## config.mk

```make
export PLATFORM = sky130hd
export DESIGN_NAME = muldiv_ctrl_flat
export DESIGN_NICKNAME = d
export VERILOG_FILES = /design/src/rtl/muldiv_ctrl_pkg.sv /design/src/rtl/muldiv_ctrl_if.sv /design/src/rtl/muldiv_ctrl.sv /design/src/flat_wrapper.sv
export SDC_FILE = /design/constraint.sdc
export NUM_CORES = 1
export LEC_CHECK = 0
export BUFFER_PORTS_ARGS = -buffer_cell sky130_fd_sc_hd__buf_2
export CORE_AREA = 2 2 128 130
export CTS_CLUSTER_SIZE = 8
export DETAILED_ROUTE_END_ITERATION = 6
export DIE_AREA = 0 0 130 132
export PLACE_DENSITY = 0.74
export RECOVER_POWER = 100
export SYNTH_ARGS = -nofsm -noshare
export SYNTH_HDL_FRONTEND = slang
export SYNTH_SLANG_ARGS = --single-unit
```

## constraint.sdc

```tcl
create_clock -name clk -period 4.1 [get_ports clk]
set_input_delay 0.615 -clock clk [delete_from_list [all_inputs] [get_ports clk]]
set_output_delay 0.615 -clock clk [all_outputs]
set_load 0.05 [all_outputs]
```

## src/rtl/muldiv_ctrl_pkg.sv

```systemverilog
// ---------------------------------------------------------------------------
// muldiv_ctrl_pkg
//
// Shared types for the EX-stage multiply/divide sequencer.
//   md_state_t  : sequencer state
//   md_req_t    : EX-stage request word (mul_en, div_en, sign), also used by
//                 the hazard unit wiring
//   md_unit_t   : which functional unit an operation belongs to
// Helper functions classify states so the top module reads in terms of
// "busy" / "draining" rather than raw state comparisons.
// ---------------------------------------------------------------------------
package muldiv_ctrl_pkg;

    localparam int MD_DW = 32;

    typedef enum logic [2:0] {
        MD_IDLE      = 3'd0,
        MD_BUSY_MUL  = 3'd1,
        MD_BUSY_DIV  = 3'd2,
        MD_DONE      = 3'd3,
        MD_DRAIN_MUL = 3'd4,
        MD_DRAIN_DIV = 3'd5
    } md_state_t;

    typedef struct packed {
        logic mul_en;
        logic div_en;
        logic sign;
    } md_req_t;

    typedef enum logic {
        MD_UNIT_MUL = 1'b0,
        MD_UNIT_DIV = 1'b1
    } md_unit_t;

    // An operation is outstanding in a unit and its result will be kept.
    function automatic logic md_is_busy(input md_state_t s);
        return (s == MD_BUSY_MUL) || (s == MD_BUSY_DIV);
    endfunction

    // An operation is outstanding in a unit but its result will be dropped.
    function automatic logic md_is_drain(input md_state_t s);
        return (s == MD_DRAIN_MUL) || (s == MD_DRAIN_DIV);
    endfunction

    // Unit that owns the outstanding operation in a busy/drain state.
    function automatic md_unit_t md_unit_of(input md_state_t s);
        return ((s == MD_BUSY_DIV) || (s == MD_DRAIN_DIV)) ? MD_UNIT_DIV
                                                           : MD_UNIT_MUL;
    endfunction

endpackage

```

## src/rtl/muldiv_ctrl_if.sv

```systemverilog
// ---------------------------------------------------------------------------
// muldiv_ctrl_if
//
// Bundle between the sequencer and the multiplier/divider units.
//   mul_in_valid, div_in_valid : one-cycle start pulses (sequencer -> unit)
//   unit_sign                  : latched signed/unsigned flag
//   unit_srca, unit_srcb       : latched operands, stable during an operation
//   mul_out_valid, div_out_valid : result strobes (unit -> sequencer)
//   mul_hi/mul_lo, div_hi/div_lo : unit results
// master : sequencer side, slave : unit side.
// ---------------------------------------------------------------------------
interface muldiv_ctrl_if
    import muldiv_ctrl_pkg::*;
#(
    parameter int DW = MD_DW
) ();

    logic          mul_in_valid;
    logic          div_in_valid;
    logic          unit_sign;
    logic [DW-1:0] unit_srca;
    logic [DW-1:0] unit_srcb;

    logic          mul_out_valid;
    logic          div_out_valid;
    logic [DW-1:0] mul_hi;
    logic [DW-1:0] mul_lo;
    logic [DW-1:0] div_hi;
    logic [DW-1:0] div_lo;

    modport master (
        output mul_in_valid, div_in_valid, unit_sign, unit_srca, unit_srcb,
        input  mul_out_valid, div_out_valid, mul_hi, mul_lo, div_hi, div_lo
    );

    modport slave (
        input  mul_in_valid, div_in_valid, unit_sign, unit_srca, unit_srcb,
        output mul_out_valid, div_out_valid, mul_hi, mul_lo, div_hi, div_lo
    );

endinterface

```

## src/rtl/muldiv_ctrl.sv

```systemverilog
// ---------------------------------------------------------------------------
// muldiv_ctrl
//
// Sequencer for the EX-stage multi-cycle multiplier and divider. When the EX
// instruction is a multiply or divide it latches the operands and sign, fires
// a one-cycle start at the selected unit, and requests a pipeline stall until
// the unit returns its result. The captured HI/LO is then presented with
// res_valid until the instruction leaves EX. If the instruction is flushed
// while its unit is still working, the sequencer waits for (and discards) the
// result before accepting new work, so a later operation never sees a stale
// strobe.
//
// Ports
//   clk, rst                 : clock, asynchronous active-high reset
//   ex_mul_en, ex_div_en     : EX instruction is a multiply / divide (level)
//   ex_sign                  : signed operation
//   ex_srca, ex_srcb         : forwarded operands
//   ex_advance               : EX instruction moves to MEM at this edge
//   ex_flush                 : EX instruction is killed at this edge
//   unit                     : muldiv_ctrl_if master (start pulses, latched
//                              operands, unit result strobes and data)
//   md_stall                 : stall request to the hazard unit (combinational)
//   res_valid, res_hi, res_lo: captured result for the EX instruction
// ---------------------------------------------------------------------------
module muldiv_ctrl
    import muldiv_ctrl_pkg::*;
#(
    parameter int DW = MD_DW
) (
    input  logic          clk,
    input  logic          rst,

    input  logic          ex_mul_en,
    input  logic          ex_div_en,
    input  logic          ex_sign,
    input  logic [DW-1:0] ex_srca,
    input  logic [DW-1:0] ex_srcb,
    input  logic          ex_advance,
    input  logic          ex_flush,

    muldiv_ctrl_if.master unit,

    output logic          md_stall,
    output logic          res_valid,
    output logic [DW-1:0] res_hi,
    output logic [DW-1:0] res_lo
);

    md_state_t     state_reg;
    md_req_t       req;
    logic          req_any;
    md_unit_t      sel_unit;
    logic          sel_out_valid;
    logic [DW-1:0] sel_hi;
    logic [DW-1:0] sel_lo;

    assign req.mul_en = ex_mul_en;
    assign req.div_en = ex_div_en;
    assign req.sign   = ex_sign;
    assign req_any    = req.mul_en | req.div_en;

    // Only the unit that owns the outstanding operation is listened to; a
    // strobe from the other unit is ignored.
    assign sel_unit      = md_unit_of(state_reg);
    assign sel_out_valid = (sel_unit == MD_UNIT_DIV) ? unit.div_out_valid
                                                     : unit.mul_out_valid;
    assign sel_hi        = (sel_unit == MD_UNIT_DIV) ? unit.div_hi : unit.mul_hi;
    assign sel_lo        = (sel_unit == MD_UNIT_DIV) ? unit.div_lo : unit.mul_lo;

    // Stall while a request is waiting to issue, while a kept operation is
    // running, or while a drain blocks a new request. A flush releases the
    // stall because the instruction being held is leaving anyway. Gating with
    // rst keeps every output low while reset is applied.
    always_comb begin
        md_stall = 1'b0;
        if (!rst && !ex_flush) begin
            unique case (state_reg)
                MD_IDLE:                     md_stall = req_any;
                MD_BUSY_MUL, MD_BUSY_DIV:    md_stall = 1'b1;
                MD_DRAIN_MUL, MD_DRAIN_DIV:  md_stall = req_any;
                default:                     md_stall = 1'b0;
            endcase
        end
    end

    always_ff @(posedge clk or posedge rst) begin
        if (rst) begin
            state_reg         <= MD_IDLE;
            unit.mul_in_valid <= 1'b0;
            unit.div_in_valid <= 1'b0;
            unit.unit_sign    <= 1'b0;
            unit.unit_srca    <= '0;
            unit.unit_srcb    <= '0;
            res_valid         <= 1'b0;
            res_hi            <= '0;
            res_lo            <= '0;
        end else begin
            // Start pulses last exactly one cycle.
            unit.mul_in_valid <= 1'b0;
            unit.div_in_valid <= 1'b0;

            unique case (state_reg)
                MD_IDLE: begin
                    if (!ex_flush && req_any) begin
                        unit.unit_sign <= req.sign;
                        unit.unit_srca <= ex_srca;
                        unit.unit_srcb <= ex_srcb;
                        // Multiply wins if the control word asserts both.
                        if (req.mul_en) begin
                            unit.mul_in_valid <= 1'b1;
                            state_reg         <= MD_BUSY_MUL;
                        end else begin
                            unit.div_in_valid <= 1'b1;
                            state_reg         <= MD_BUSY_DIV;
                        end
                    end
                end

                MD_BUSY_MUL, MD_BUSY_DIV: begin
                    if (sel_out_valid) begin
                        if (ex_flush) begin
                            // Result arrives as the instruction dies: nothing
                            // left in flight, so no drain is needed.
                            state_reg <= MD_IDLE;
                        end else begin
                            res_hi    <= sel_hi;
                            res_lo    <= sel_lo;
                            res_valid <= 1'b1;
                            state_reg <= MD_DONE;
                        end
                    end else if (ex_flush) begin
                        state_reg <= (sel_unit == MD_UNIT_DIV) ? MD_DRAIN_DIV
                                                               : MD_DRAIN_MUL;
                    end
                end

                MD_DONE: begin
                    // The enable is still high here; it belongs to the same
                    // instruction, so nothing is reissued until it leaves.
                    if (ex_advance || ex_flush) begin
                        res_valid <= 1'b0;
                        state_reg <= MD_IDLE;
                    end
                end

                MD_DRAIN_MUL, MD_DRAIN_DIV: begin
                    if (sel_out_valid) begin
                        state_reg <= MD_IDLE;
                    end
                end

                default: begin
                    res_valid <= 1'b0;
                    state_reg <= MD_IDLE;
                end
            endcase
        end
    end

endmodule

```

## src/flat_wrapper.sv

```systemverilog
// flat-port wrapper written by rule: the top's interface ports become plain ports
module muldiv_ctrl_flat import muldiv_ctrl_pkg::*;
#(
    parameter int DW = MD_DW
)
  (clk, rst, ex_mul_en, ex_div_en, ex_sign, ex_srca, ex_srcb, ex_advance, ex_flush, md_stall, res_valid, res_hi, res_lo, unit_mul_in_valid, unit_div_in_valid, unit_unit_sign, unit_unit_srca, unit_unit_srcb, unit_mul_out_valid, unit_div_out_valid, unit_mul_hi, unit_mul_lo, unit_div_hi, unit_div_lo);
  muldiv_ctrl_if #(.DW(DW)) unit_i ();
  input  logic clk;
  input  logic rst;
  input  logic ex_mul_en;
  input  logic ex_div_en;
  input  logic ex_sign;
  input  logic [DW-1:0] ex_srca;
  input  logic [DW-1:0] ex_srcb;
  input  logic ex_advance;
  input  logic ex_flush;
  output logic md_stall;
  output logic res_valid;
  output logic [DW-1:0] res_hi;
  output logic [DW-1:0] res_lo;
  output wire logic [$bits(unit_i.mul_in_valid)-1:0] unit_mul_in_valid;
  output wire logic [$bits(unit_i.div_in_valid)-1:0] unit_div_in_valid;
  output wire logic [$bits(unit_i.unit_sign)-1:0] unit_unit_sign;
  output wire logic [$bits(unit_i.unit_srca)-1:0] unit_unit_srca;
  output wire logic [$bits(unit_i.unit_srcb)-1:0] unit_unit_srcb;
  input wire logic [$bits(unit_i.mul_out_valid)-1:0] unit_mul_out_valid;
  input wire logic [$bits(unit_i.div_out_valid)-1:0] unit_div_out_valid;
  input wire logic [$bits(unit_i.mul_hi)-1:0] unit_mul_hi;
  input wire logic [$bits(unit_i.mul_lo)-1:0] unit_mul_lo;
  input wire logic [$bits(unit_i.div_hi)-1:0] unit_div_hi;
  input wire logic [$bits(unit_i.div_lo)-1:0] unit_div_lo;
  assign unit_mul_in_valid = unit_i.mul_in_valid;
  assign unit_div_in_valid = unit_i.div_in_valid;
  assign unit_unit_sign = unit_i.unit_sign;
  assign unit_unit_srca = unit_i.unit_srca;
  assign unit_unit_srcb = unit_i.unit_srcb;
  assign unit_i.mul_out_valid = unit_mul_out_valid;
  assign unit_i.div_out_valid = unit_div_out_valid;
  assign unit_i.mul_hi = unit_mul_hi;
  assign unit_i.mul_lo = unit_mul_lo;
  assign unit_i.div_hi = unit_div_hi;
  assign unit_i.div_lo = unit_div_lo;
  muldiv_ctrl #(.DW(DW)) u_core (.clk(clk), .rst(rst), .ex_mul_en(ex_mul_en), .ex_div_en(ex_div_en), .ex_sign(ex_sign), .ex_srca(ex_srca), .ex_srcb(ex_srcb), .ex_advance(ex_advance), .ex_flush(ex_flush), .unit(unit_i), .md_stall(md_stall), .res_valid(res_valid), .res_hi(res_hi), .res_lo(res_lo));
endmodule
```

# Yosys cells after proc, flatten, opt, wreduce, memory -nomap -nowiden
# Index checks and enable logic that the tools add are counted.
# totals
n_memories,0
latch_bits,0
reg_bits,135
rom_bits,0
output_inout_bits,133
ram_bits,0
input_bits,201
# classes
n_bitwise,3
n_div,0
magnitude_cmp,0
muxes,25
reduce_logical,14
n_addsub,0
n_mul,0
shifts,0
n_eq_ne,11
# op_table
cell,n
two-way mux 32 bit,2
two-way mux 3 bit,5
two-way mux 1 bit,13
one-hot mux 3 bit (4 select lines),1
"inequality test 2 x 1 -> 1 bit, second input constant",4
AND reduction 4 bit,2
"== test 3 x 2 -> 1 bit, second input constant",2
"== test 3 bit, second input constant",2
two-way mux 2 bit,2
OR reduction 2 bit,2
"== test 3 x 1 -> 1 bit, second input constant",1
logical NOT 3 bit,1
"inequality test 3 x 2 -> 1 bit, second input constant",1
one-hot mux 1 bit (3 select lines),1
AND reduction 3 bit,1
OR reduction 3 bit,1
logical AND 1 bit,2
logical NOT 1 bit,2
logical OR 1 bit,2
"inequality test 2 bit, second input constant",1
inverter 1 bit,2
one-hot mux 1 bit (2 select lines),1
AND reduction 2 bit,1
OR 1 bit,1

# Longest topological paths before layout
# Gate-level depths: netlist (run 1).
# logic_depth
ltp_word,7
mapped_depth,7

# Least setup slack after synthesis (run 1)
# Ideal clock, no wire load.
# synth_path
path_kind,reg2out
startpoint,register u_core.state_reg[0]
endpoint,output md_stall
n_path_buf,2
path_stages_with_launch,7
required_ns,3.485
arrival_time_ns,2.076
slack_ns,1.409
path_cell_list,dfrtp_1 clkbuf_2 clkbuf_1 nand2b_1 a21oi_1 nor2_1 nor3_1
# synth_between
elab_chain_cells,4
word_cells_on_any_way,9
cone_classes,eq/ne (4); mux (2); reduce/logical (3)
# synth_rtl
element,line,source
"start, declared",muldiv_ctrl.sv:49,md_state_t state_reg;
"start signal, assigned",muldiv_ctrl.sv:132,state_reg <= (sel_unit == MD_UNIT_DIV) ? MD_DRAIN_DIV
== test 3 bit (tied with other cells),muldiv_ctrl.sv:77,unique case (state_reg)
OR reduction 3 bit (no source line) / OR reduction 2 bit (equally long branches),-,
one-hot mux 1 bit (2 select lines) *,muldiv_ctrl.sv:77,
two-way mux 1 bit *,muldiv_ctrl.sv:76,if (!rst && !ex_flush) begin
"end, declared",flat_wrapper.sv:17,output logic md_stall;
# Mark *: on every way between the ends. The rest lies on a longest branch, timed or not.

# Final worst setup path (run 1)
# layout_path
startpoint,register u_core.state_reg[2]
endpoint,register u_core.unit.unit_srca[7]
# layout_between
elab_chain_cells,2
# layout_rtl
element,line,source
logical NOT 3 bit,muldiv_ctrl.sv:102,unique case (state_reg)
AND reduction 2 bit (no source line),-,
"end signal, assigned",muldiv_ctrl.sv:106,unit.unit_srca <= ex_srca;
"end, declared",muldiv_ctrl_if.sv:32,"output mul_in_valid, div_in_valid, unit_sign, unit_srca, unit_srcb,"
# Every way passes these cells.
# A chain may end at the register's enable or synchronous reset.

==> out/results.md, run 1 <==
• run status: complete, but fails checks
• failing checks: max-capacitance violations, max-slew violations
• period utilisation layout: 72.7%
• routing usage on met2: 29.5%
• vertical die dimension: 132 um
• initial core utilization: 37.1%
• number of cells produced by synthesis: 469
• Pwr per Cell Area: 1040 nW/um^2
• number of failing hold endpoints at the final stage: 0
• hold-fix buffer count after cts: 0
• total power of the final layout: 8.43 mW
• Leakage: 3.92 nW
• CTS clock-pin slew for the worst setup and hold paths: 0.06 ns
• Worst VDD drop: 0.452 mV
• via count: 4,728
• antenna-violating nets left: 0
• most numerous cell types in the synthesized netlist: sky130_fd_sc_hd__dfrtp_1, sky130_fd_sc_hd__nor2_1, sky130_fd_sc_hd__a21oi_1
• number of global-route vias before repair: 4,635
• Seq/Total Area, Yosys: 57.9%
• mean area per synthesized cell: 12.4 um^2
• worst setup skew after layout: 0.0143 ns
• drt first-iter violations: 250
• cell accounting for the most synthesized area: sky130_fd_sc_hd__dfrtp_1
• share of flip-flops with an asynchronous set or reset after synthesis: 100%
• most used standard cell by instance count after synthesis: sky130_fd_sc_hd__dfrtp_1
• required arrival time at the worst endpoint: 4.39 ns
• slew of the pin with the lowest slew margin: 1.82 ns
• half-perimeter wire length after detailed placement: 11.2 mm
• depth of the CTS H-tree: 4
• Most used DFF post-synth: sky130_fd_sc_hd__dfrtp_1
• number of primary I/O pins: 334
• Max Transition Viols Final: 142
• smallest hold slack: 0.413 ns
• share of the synthesized area in the top cell type: 57.9%
• TritonCTS clock tree: built
• unrepaired setup endpoints after global routing: no
• endpoint of the worst setup timing path: u_core.unit.unit_srca[7]
• global-route wire length before repair: 23.3 mm
• routed wire length per instance: 14.8 um
• class of the most critical hold timing path: input pin to flop
• CTS sink cnt: 135
• source-to-sink clock delay at the later pin of the worst-skew pair: 0.41 ns
• Global Route met1 Usage: 19.8%
• Synth-to-Final Area Change: 38.4%
• busiest layer in global routing: met2
• number of standard-cell rows in the floorplan: 46
• Post-Place Worst Slack: 1.46 ns
• fraction of layout instances using a drive strength above 1: 32.9%
• crit path kind: flop to flop
• number of detailed-route iterations in the first pass: 5
• PortBufs: 333
• Yosys reg bits: 135
• highest fanout seen on the critical path: 66
• total global routing overflow: 0
• cell types with the largest area share after synthesis: sky130_fd_sc_hd__dfrtp_1, sky130_fd_sc_hd__mux2i_1, sky130_fd_sc_hd__mux2_1
• total detailed-routing wirelength: 15.1 mm
• initial antenna violation count: 1
• reg2reg path depth: 4
• Total Neg Setup Slack: 0 ns
• number of distinct library cell variants in the gate-level netlist after synthesis: 33
• number of diodes: 0
• Arrival @ worst endpoint: 3.27 ns
• die area: 17,200 um^2
• total of warnings raised by yosys: 0
• Critical Path Sink Type: flop
• post-layout net count: 996
• worst slew slack as a fraction of its limit: -21.3%
• highest clock rate: 336 MHz
• final-report setup violation count: 0
• kind of start point of the critical path: flop
• met3 Use GR: 6.66%
• worst setup margin: 1.12 ns
• DR vias/cell: 4.62
• remaining routing DRC violations: 0
• Cell Area, Synth: 5830 um^2
• GRT Resource Usage Total: 17.4%
• Final GP Congestion: 0.803
• Max Root-Sink Buffers: 2
• time the worst path needs with I/O delays and setup: 2.98 ns
• number of enable flip-flop cells after synthesis: 0
• root buffer cell: sky130_fd_sc_hd__clkbuf_16
• startpoint of the worst setup timing path: u_core.state_reg[2]
• Inserted Clock Buffers: 17
• nets in the synthesized netlist: 670
• worst reg-to-reg setup slack: 1.12 ns
• worst reg2reg path endpoint: u_core.unit.unit_srca[7]
• maximum number of pins on one net before global-route repair: 75
• number of maximum-capacitance constraint violations: 2
• post-CTS sizing: 0
• Core Footprint: 15,700 um^2
• startpoint of the worst-slack reg-to-reg timing path: u_core.state_reg[2]
• buffers inserted by post-CTS timing repair: 0
• width of the chip: 130 um
[how the worst min path moves through the flow]
stage,startpoint,endpoint,cells past startpoint
final,ex_srca[13],u_core.unit.unit_srca[13],2
after global routing,ex_srca[13],u_core.unit.unit_srca[13],2
after CTS,rst,u_core.unit.unit_srca[26],2
after detailed placement,u_core.unit.unit_sign,u_core.unit.unit_sign,1
after global placement,u_core.res_valid,u_core.res_valid,1
after floorplan,ex_mul_en,u_core.unit.div_in_valid,1
[report_power, final]
group          switching, mW  internal [mW]  leakage [nW]
Combinational           3.36           1.04          2.06
Sequential             0.362           2.00          1.55
Clock                  0.575           1.09         0.309
Total                   4.30           4.13          3.92
[through the flow]
step / utilization (%) / instance area (um^2) / cells
finish: 51.4 / 8070 / 1024
detailed placement: 48.6 / 7630 / 992
global placement: 48.6 / 7630 / 992
CTS: 52.7 / 8280 / 1024
floorplan: - / 5840 / 469
global route: 51.4 / 8070 / 1024
[layer usage]
| metal | share of wire, % | up-vias | routed length [um] |
|---|---|---|---|
| li1 | - | 2299 | - |
| met1 | 40 | 2198 | 5980 |
| met2 | 50 | 203 | 7500 |
| met3 | 8.7 | 26 | 1320 |
| met4 | 2.1 | 2 | 325 |
| met5 | 0.11 | - | 16 |
[worst max-delay path, stage by stage, from the launching register on]
cell,delay [ns]
sky130_fd_sc_hd__dfrtp_1,0.52
sky130_fd_sc_hd__or2_0,0.39
sky130_fd_sc_hd__nor4_1,0.23
sky130_fd_sc_hd__clkbuf_2,1.22
sky130_fd_sc_hd__mux2_2,0.44
[cell usage in the layout, fill, tap and decap left out]
master,netlist,layout
sky130_fd_sc_hd__a211oi_1,1,1
sky130_fd_sc_hd__a21o_1,1,1
sky130_fd_sc_hd__a21oi_1,68,66
sky130_fd_sc_hd__a21oi_4,0,2
sky130_fd_sc_hd__a22o_1,1,1
sky130_fd_sc_hd__a32o_1,2,2
sky130_fd_sc_hd__and3_1,1,1
sky130_fd_sc_hd__buf_2,17,199
sky130_fd_sc_hd__buf_4,2,5
sky130_fd_sc_hd__bufinv_16,0,4
sky130_fd_sc_hd__clkbuf_1,3,135
sky130_fd_sc_hd__clkbuf_16,0,17
sky130_fd_sc_hd__clkbuf_2,1,2
sky130_fd_sc_hd__clkbuf_8,0,4
sky130_fd_sc_hd__clkinv_2,0,1
sky130_fd_sc_hd__clkinvlp_2,0,1
sky130_fd_sc_hd__clkinvlp_4,0,3
sky130_fd_sc_hd__dfrtp_1,135,135
sky130_fd_sc_hd__inv_1,2,1
sky130_fd_sc_hd__inv_6,0,2
sky130_fd_sc_hd__mux2_1,39,39
sky130_fd_sc_hd__mux2_2,26,26
sky130_fd_sc_hd__mux2i_1,64,64
sky130_fd_sc_hd__nand2_1,1,1
sky130_fd_sc_hd__nand2b_1,3,3
sky130_fd_sc_hd__nand3_1,2,2
sky130_fd_sc_hd__nand3b_1,3,3
sky130_fd_sc_hd__nor2_1,70,70
sky130_fd_sc_hd__nor2b_1,3,3
sky130_fd_sc_hd__nor3_1,1,1
sky130_fd_sc_hd__nor3b_1,1,2
sky130_fd_sc_hd__nor4_1,0,1
sky130_fd_sc_hd__o2111ai_1,1,1
sky130_fd_sc_hd__o21a_1,2,2
sky130_fd_sc_hd__o21ai_0,3,3
sky130_fd_sc_hd__o22ai_1,1,1
sky130_fd_sc_hd__o311ai_0,1,1
sky130_fd_sc_hd__o31a_1,1,1
sky130_fd_sc_hd__or2_0,0,1
[kinds of logic (layout without fill, tap and decap cells)]
logic type	count (synthesis)	count (layout)	synth area share [%]
buffers and inverters	35	374	4.05
AO/OA/AOI/OAI	82	82	7.66
AND/OR/NAND/NOR	88	88	6.82
flip-flops	135	135	57.9
multiplexers	129	129	23.5
[cell type report]
cell class / instances / area, um^2
Inverter: 2 / 8.76
Tap cell: 216 / 270
Fill cell: 1473 / 7640
Multi-Input combinational cell: 299 / 2220
Sequential cell: 135 / 3380
Clock buffer: 22 / 484
Clock inverter: 10 / 165
Timing Repair Buffer: 340 / 1550
Note: power is estimated with default switching activity, not from simulation.
==> run 2: changes to the inputs <==
--- a/config.mk
+++ b/config.mk
@@ -6,11 +6,11 @@
 export NUM_CORES = 1
 export LEC_CHECK = 0
 export BUFFER_PORTS_ARGS = -buffer_cell sky130_fd_sc_hd__buf_2
-export CORE_AREA = 2 2 128 130
+export CORE_AREA = 2 2 129 131
 export CTS_CLUSTER_SIZE = 8
 export DETAILED_ROUTE_END_ITERATION = 6
-export DIE_AREA = 0 0 130 132
-export PLACE_DENSITY = 0.74
+export DIE_AREA = 0 0 131 133
+export PLACE_DENSITY = 0.7
 export RECOVER_POWER = 100
 export SYNTH_ARGS = -nofsm -noshare
 export SYNTH_HDL_FRONTEND = slang
==> constraint.sdc (replaced) <==
create_clock -name clk -period 3.1 [get_ports clk]
set_input_delay 0.465 -clock clk [delete_from_list [all_inputs] [get_ports clk]]
set_output_delay 0.465 -clock clk [all_outputs]
set_load 0.05 [all_outputs]
==> out/results.md, run 2 (same netlist as run 1, synthesis figures left out) <==
• run status: complete, but fails checks, unchanged
• failing checks: max-capacitance violations, max-slew violations, unchanged
• number of primary I/O pins: 334, unchanged
• Leakage: 3.90 nW, was 3.92 nW
• kind of start point of the critical path: flop, unchanged
• cell count of the worst hold path: 2, unchanged
• Worst path max stage delay: 0.99 ns, was 1.22 ns
• Max Transition Viols Final: 79, was 142
• DR vias/cell: 4.61, was 4.62
• global-route wire length before repair: 22.6 mm, was 23.3 mm
• via count: 4,739, was 4,728
• initial antenna violation count: 0, was 1
• buffers inserted by post-CTS timing repair: 0, unchanged
• width of the chip: 131 um, was 130 um
• unrepaired setup endpoints after global routing: no, unchanged
• Inserted Clock Buffers: 17, unchanged
• Worst VDD drop: 0.646 mV, was 0.452 mV
• source-to-sink clock delay at the later pin of the worst-skew pair: 0.42 ns, was 0.41 ns
• routed wire length per instance: 14.4 um, was 14.8 um
• PortBufs: 333, unchanged
• fraction of layout instances using a drive strength above 1: 33.2%, was 32.9%
• highest clock rate: 388 MHz, was 336 MHz
• worst setup skew after layout: 0.00939 ns, was 0.0143 ns
• number of failing hold endpoints at the final stage: 0, unchanged
• number of global-route vias before repair: 4,621, was 4,635
• family of cells with the greatest summed delay on the critical path: buffers and inverters, unchanged
• total global routing overflow: 0, unchanged
• required arrival time at the worst endpoint: 3.40 ns, was 4.39 ns
• TritonCTS clock tree: built, unchanged
• most frequent standard cell in the layout excluding fill and tap cells: sky130_fd_sc_hd__buf_2, unchanged
• Arrival @ worst endpoint: 2.88 ns, was 3.27 ns
• Filler Cells Inserted: 1,540, was 1,473
• Critical Path Sink Type: flop, unchanged
• commonest cells after routing, fill and taps aside: sky130_fd_sc_hd__buf_2, sky130_fd_sc_hd__dfrtp_1, sky130_fd_sc_hd__clkbuf_1, was sky130_fd_sc_hd__buf_2, sky130_fd_sc_hd__clkbuf_1, sky130_fd_sc_hd__dfrtp_1
• number of diodes: 0, unchanged
• Layout Utilization: 49.6%, was 51.4%
• half-perimeter wire length after detailed placement: 10.8 mm, was 11.2 mm
• die area: 17,400 um^2, was 17,200 um^2
• worst slew slack as a fraction of its limit: -29.5%, was -21.3%
• class of the most critical hold timing path: input pin to flop, unchanged
• depth of the CTS H-tree: 4, unchanged
• Synth-to-Final Area Change: 37.6%, was 38.4%
• maximum number of pins on one net before global-route repair: 130, was 75
• number of standard-cell rows in the floorplan: 47, was 46
• GRT Resource Usage Total: 16.8%, was 17.4%
• Bufs and invs on worst path: 1, unchanged
• highest fanout seen on the critical path: 53, was 66
• CTS sink cnt: 135, unchanged
• Max Root-Sink Buffers: 2, unchanged
• Pwr per Cell Area: 1360 nW/um^2, was 1040 nW/um^2
• hold-fix buffer count after cts: 0, unchanged
• cell with the largest stage delay on the worst path: sky130_fd_sc_hd__clkbuf_2, unchanged
• reg2reg path depth: 4, unchanged
• Critical Path Stages: 4, unchanged
• total detailed-routing wirelength: 14.8 mm, was 15.1 mm
• period utilisation layout: 83.1%, was 72.7%
• remaining routing DRC violations: 0, unchanged
• number of maximum-capacitance constraint violations: 1, was 2
• number of detailed-route iterations in the first pass: 4, was 5
• CTS clock-pin slew for the worst setup and hold paths: 0.06 ns, about the same
• vertical die dimension: 133 um, was 132 um
• antenna-violating nets left: 0, unchanged
• drt first-iter violations: 190, was 250
• post-CTS sizing: 0, unchanged
• time the worst path needs with I/O delays and setup: 2.58 ns, was 2.98 ns
• initial core utilization: 36.1%, was 37.1%
• Final GP Congestion: 0.803, about the same
• root buffer cell: sky130_fd_sc_hd__clkbuf_16, unchanged
• slew of the pin with the lowest slew margin: 1.94 ns, was 1.82 ns
• post-layout net count: 996, unchanged
• crit path kind: flop to flop, unchanged
• Core Footprint: 16,200 um^2, was 15,700 um^2
• final-report setup violation count: 0, unchanged
• Total Neg Setup Slack: 0 ns, unchanged
• cells along the critical path: or2_4 > nor4_4 > clkbuf_2 > mux2_2, was or2_0 > nor4_1 > clkbuf_2 > mux2_2
==> run 2: cell count changes in the layout (fill, tap and decap cells not counted), moves of 2 or more <==
cell | before | now
sky130_fd_sc_hd__buf_12 | 0 | 2
sky130_fd_sc_hd__inv_6 | 2 | 4
sky130_fd_sc_hd__buf_4 | 5 | 0
sky130_fd_sc_hd__bufinv_16 | 4 | 1
sky130_fd_sc_hd__clkinv_2 | 1 | 3
sky130_fd_sc_hd__clkinv_4 | 0 | 2
sky130_fd_sc_hd__clkbuf_8 | 4 | 1
==> run 2: path summary, 6_finish.rpt <==
kind                                     start                   endpoint  slack [ns]
max                        u_core.state_reg[2]   u_core.unit.unit_srcb[5]        0.52
max in group asynchronous                  rst          u_core.res_lo[19]        1.16
min                                ex_srcb[31]  u_core.unit.unit_srcb[31]        0.26
min in group asynchronous                  rst          u_core.res_lo[21]        0.56
max reg2reg                u_core.state_reg[2]   u_core.unit.unit_srcb[5]        0.52
min reg2reg                   u_core.res_valid           u_core.res_valid        0.48
==> run 2: area by class of cell <==
class	instances	area [um^2]	share of cell area [%]
flip-flops and latches	135	3380	42.1
multi-input cells	299	2230	27.9
repair buffers	340	1570	19.5
clock buffers	18	439	5.47
well taps	220	275	3.43
clock inverters	13	120	1.50
inverters	2	8.76	0.109
==> run 2: through the flow <==
step / power (mW) / cells / hold WS (ns) / setup slack (ns) / area, um^2
after CTS: 11.3 / 1027 / 0.185 / 0.687 / 8250
after floorplan: 7.95 / 469 / 0.531 / 0.559 / 5840
after global placement: 9.25 / 996 / 0.459 / 0.958 / 7690
after detailed placement: 9.34 / 996 / 0.465 / 0.886 / 7690
final: 10.9 / 1027 / 0.259 / 0.523 / 8020
after global routing: 11.5 / 1027 / 0.239 / 0.344 / 8020
==> run 2: power by group <==
part / total (mW) / internal [mW] / switching [mW]
registers: 3.13 / 2.65 / 0.489
logic: 5.89 / 1.42 / 4.48
clock network: 1.91 / 1.13 / 0.782
total: 10.9 / 5.19 / 5.75
==> run 2: routing by layer <==
metal / track usage (%) / vias up / routed length [um]
li1: - / 2304 / -
met1: 19.5 / 2177 / 5960
met2: 27.5 / 220 / 7150
met3: 5.82 / 38 / 1230
met4: 7.74 / 0 / 476
met5: 0 / - / 0
==> run 3: changes to the inputs <==
--- a/config.mk
+++ b/config.mk
@@ -6,11 +6,11 @@
 export NUM_CORES = 1
 export LEC_CHECK = 0
 export BUFFER_PORTS_ARGS = -buffer_cell sky130_fd_sc_hd__buf_2
-export CORE_AREA = 2 2 129 131
+export CORE_AREA = 2 2 128 130
 export CTS_CLUSTER_SIZE = 8
 export DETAILED_ROUTE_END_ITERATION = 6
-export DIE_AREA = 0 0 131 133
-export PLACE_DENSITY = 0.7
+export DIE_AREA = 0 0 130 132
+export PLACE_DENSITY = 0.74
 export RECOVER_POWER = 100
 export SYNTH_ARGS = -nofsm -noshare
 export SYNTH_HDL_FRONTEND = slang
==> constraint.sdc (replaced) <==
create_clock -name clk -period 2.27 [get_ports clk]
set_input_delay 0.3405 -clock clk [delete_from_list [all_inputs] [get_ports clk]]
set_output_delay 0.3405 -clock clk [all_outputs]
set_load 0.05 [all_outputs]
==> out/results.md, run 3 (same netlist as run 1, synthesis figures left out) <==
• slew of the pin with the lowest slew margin: 1.09 ns, was 1.94 ns
• antenna-violating nets left: 0, unchanged
• final-report setup violation count: 0, unchanged
• number of maximum-capacitance constraint violations: 0, was 1
• switch share: 51.9%, was 52.5%
• half-perimeter wire length after detailed placement: 11.0 mm, was 10.8 mm
• Worst path max stage delay: 0.40 ns, was 0.99 ns
• number of diodes: 0, unchanged
• Finished Cell Area: 8110 um^2, was 8020 um^2
• via count: 4,748, was 4,739
• total power of the final layout: 15.2 mW, was 10.9 mW
• Total Neg Setup Slack: 0 ns, unchanged
• share of power burned in registers: 28.1%, was 28.7%
• initial core utilization: 37.1%, was 36.1%
• worst reg-to-reg setup slack: 0.20 ns, was 0.52 ns
• clock group share of total power: 18.9%, was 17.4%
• buffers inserted by post-CTS timing repair: 0, unchanged
• number of standard-cell rows in the floorplan: 46, was 47
• class of the most critical hold timing path: input pin to flop, unchanged
• DR vias/cell: 4.62, was 4.61
• global-route wire length before repair: 23.4 mm, was 22.6 mm
• number of global-route vias before repair: 4,853, was 4,621
• kind of start point of the critical path: flop, unchanged
• Filler Cells Inserted: 1,478, was 1,540
• Final GP Congestion: 0.762, was 0.803
• remaining routing DRC violations: 0, unchanged
• Comb pwr share: 53.0%, was 53.9%
• highest clock rate: 481 MHz
• width of the chip: 130 um, was 131 um
• Critical Path Stages: 6, was 4
• Placed Instances: 994, was 996
• cell with the largest stage delay on the worst path: sky130_fd_sc_hd__dfrtp_1, was sky130_fd_sc_hd__clkbuf_2
• startpoint of the worst setup timing path: u_core.state_reg[2], unchanged
• startpoint of the worst-slack reg-to-reg timing path: u_core.state_reg[2], unchanged
• TritonCTS clock tree: built, unchanged
• Net Sw Power: 7.88 mW, was 5.75 mW
• family of cells with the greatest summed delay on the critical path: buffers and inverters, unchanged
• worst reg2reg path endpoint: u_core.unit.unit_srcb[1], was u_core.unit.unit_srcb[5]
• crit path kind: flop to output port, was flop to flop
• filler-free cell count of the finished design: 1,027, unchanged
• required arrival time at the worst endpoint: 1.93 ns, was 3.40 ns
• GRT Resource Usage Total: 17.3%, was 16.8%
• total detailed-routing wirelength: 14.8 mm, about the same
• Leakage: 3.95 nW, was 3.90 nW
• sequential cell area: 3380 um^2, about the same
• die area: 17,200 um^2, was 17,400 um^2
• Worst VDD drop: 1.17 mV, was 0.646 mV
• worst setup skew after layout: 0.00821 ns, was 0.00939 ns
• Max Root-Sink Buffers: 2, unchanged
• most frequent standard cell in the layout excluding fill and tap cells: sky130_fd_sc_hd__buf_2, unchanged
• total global routing overflow: 0, unchanged
• PortBufs: 333, unchanged
• depth of the CTS H-tree: 4, unchanged
• smallest hold slack: 0.139 ns, was 0.259 ns
• endpoint of the worst setup timing path: md_stall, was u_core.unit.unit_srcb[5]
• unrepaired setup endpoints after global routing: no, unchanged
• cells along the critical path: buf_4 > nand2b_1 > a21oi_1 > nor2_1 > nor3_2 > clkbuf_2, was or2_4 > nor4_4 > clkbuf_2 > mux2_2
• area taken by multi-input logic gates: 2220 um^2, was 2230 um^2
• Max Transition Viols Final: 0, was 79
• time the worst path needs with I/O delays and setup: 2.08 ns
• Core Footprint: 15,700 um^2, was 16,200 um^2
• design internal power: 7.29 mW, was 5.19 mW
• period utilisation layout: 91.5%
• initial antenna violation count: 0, unchanged
• drt first-iter violations: 135, was 190
• vertical die dimension: 132 um, was 133 um
• Bufs and invs on worst path: 2, was 1
• commonest cells after routing, fill and taps aside: sky130_fd_sc_hd__buf_2, sky130_fd_sc_hd__clkbuf_1, sky130_fd_sc_hd__dfrtp_1, was sky130_fd_sc_hd__buf_2, sky130_fd_sc_hd__dfrtp_1, sky130_fd_sc_hd__clkbuf_1
• maximum number of pins on one net before global-route repair: 98, was 130
• worst slew slack as a fraction of its limit: 27.0%, was -29.5%
• root buffer cell: sky130_fd_sc_hd__clkbuf_16, unchanged
• highest fanout seen on the critical path: 9, was 53
• CTS clock-pin slew for the worst setup and hold paths: 0.07 ns, was 0.06 ns
• source-to-sink clock delay at the later pin of the worst-skew pair: 0.41 ns, was 0.42 ns
• number of primary I/O pins: 334, unchanged
• CTS sink cnt: 135, unchanged
• reg2reg path depth: 4, unchanged
• Synth-to-Final Area Change: 39.1%, was 37.6%
• Placed Area: 7700 um^2, was 7690 um^2
• post-layout net count: 999, was 996
• Inserted Clock Buffers: 17, unchanged
• Arrival @ worst endpoint: 1.74 ns, was 2.88 ns
• run status: finished clean, was complete, but fails checks
• routed wire length per instance: 14.5 um, was 14.4 um
• hold path startpoint: ex_srca[31], was ex_srcb[31]
• number of detailed-route iterations in the first pass: 5, was 4
• Pwr per Cell Area: 1870 nW/um^2, was 1360 nW/um^2
• number of failing hold endpoints at the final stage: 0, unchanged
• Critical Path Sink Type: output port, was flop
• fraction of layout instances using a drive strength above 1: 33.8%, was 33.2%
run 3: cell type report:
cell class              instances  area share, %
flip-flops and latches        135           41.7
multi-input cells             299           27.3
repair buffers                343           20.0
clock buffers                  17           5.24
well taps                     216           3.33
clock inverters                15           2.33
inverters                       2          0.108
run 3: worst register-to-register path, cell delays in order, from the launching register on:
cell	delay (ns)
sky130_fd_sc_hd__dfrtp_1	0.40
sky130_fd_sc_hd__or2_4	0.28
sky130_fd_sc_hd__nor4_1	0.48
sky130_fd_sc_hd__buf_4	0.40
sky130_fd_sc_hd__mux2_2	0.38
run 3: power by group through the flow:
stage | clock [mW] | combinational [mW] | sequential, mW
6_report | 2.88 | 8.04 | 4.26
5_1_grt | 3.05 | 8.50 | 4.43
4_1_cts | 2.96 | 8.50 | 4.24
3_5_place_dp | 0 | 8.49 | 4.27
3_3_place_gp | 0 | 8.40 | 4.22
2_1_floorplan | 0 | 2.51 | 8.35
run 3: layer usage:
layer  GRT usage (%)  routed length, um  vias up  share of wire [%]
li1                -                  -     2313                  -
met1            19.4               5980     2204                 40
met2            30.0               7360      208                 50
met3            5.97               1240       23                8.4
met4            6.75                271        0                1.8
met5               0                  0        -                  0
run 3: worst min-delay path by stage:
| stage | to | slack, ns | cells past startpoint |
|---|---|---|---|
| after floorplan | u_core.unit.div_in_valid | 0.41 | 1 |
| after global placement | u_core.unit.unit_srcb[9] | 0.44 | 2 |
| after global routing | u_core.unit.div_in_valid | 0.11 | 2 |
| after detailed placement | u_core.unit.unit_srcb[9] | 0.45 | 2 |
| final | u_core.unit.unit_srca[31] | 0.14 | 2 |
| after CTS | u_core.unit.div_in_valid | 0.10 | 2 |
run 3: repair_timing:
item                                   in CTS  in global routing
hold buffers                                1                  0
setup endpoints to repair                   1                  1
resized for setup                           1                  1
endpoints found under the hold margin      22                  0
pin swaps                                   0                  0
run 3: stage by stage:
stage | worst slack, ns | util [%]
floorplan | 0.250 | -
global placement | 0.388 | 49.0
detailed placement | 0.308 | 49.0
CTS | 0.0284 | 53.0
global route | 0.0342 | 51.6
finish | 0.192 | 51.6
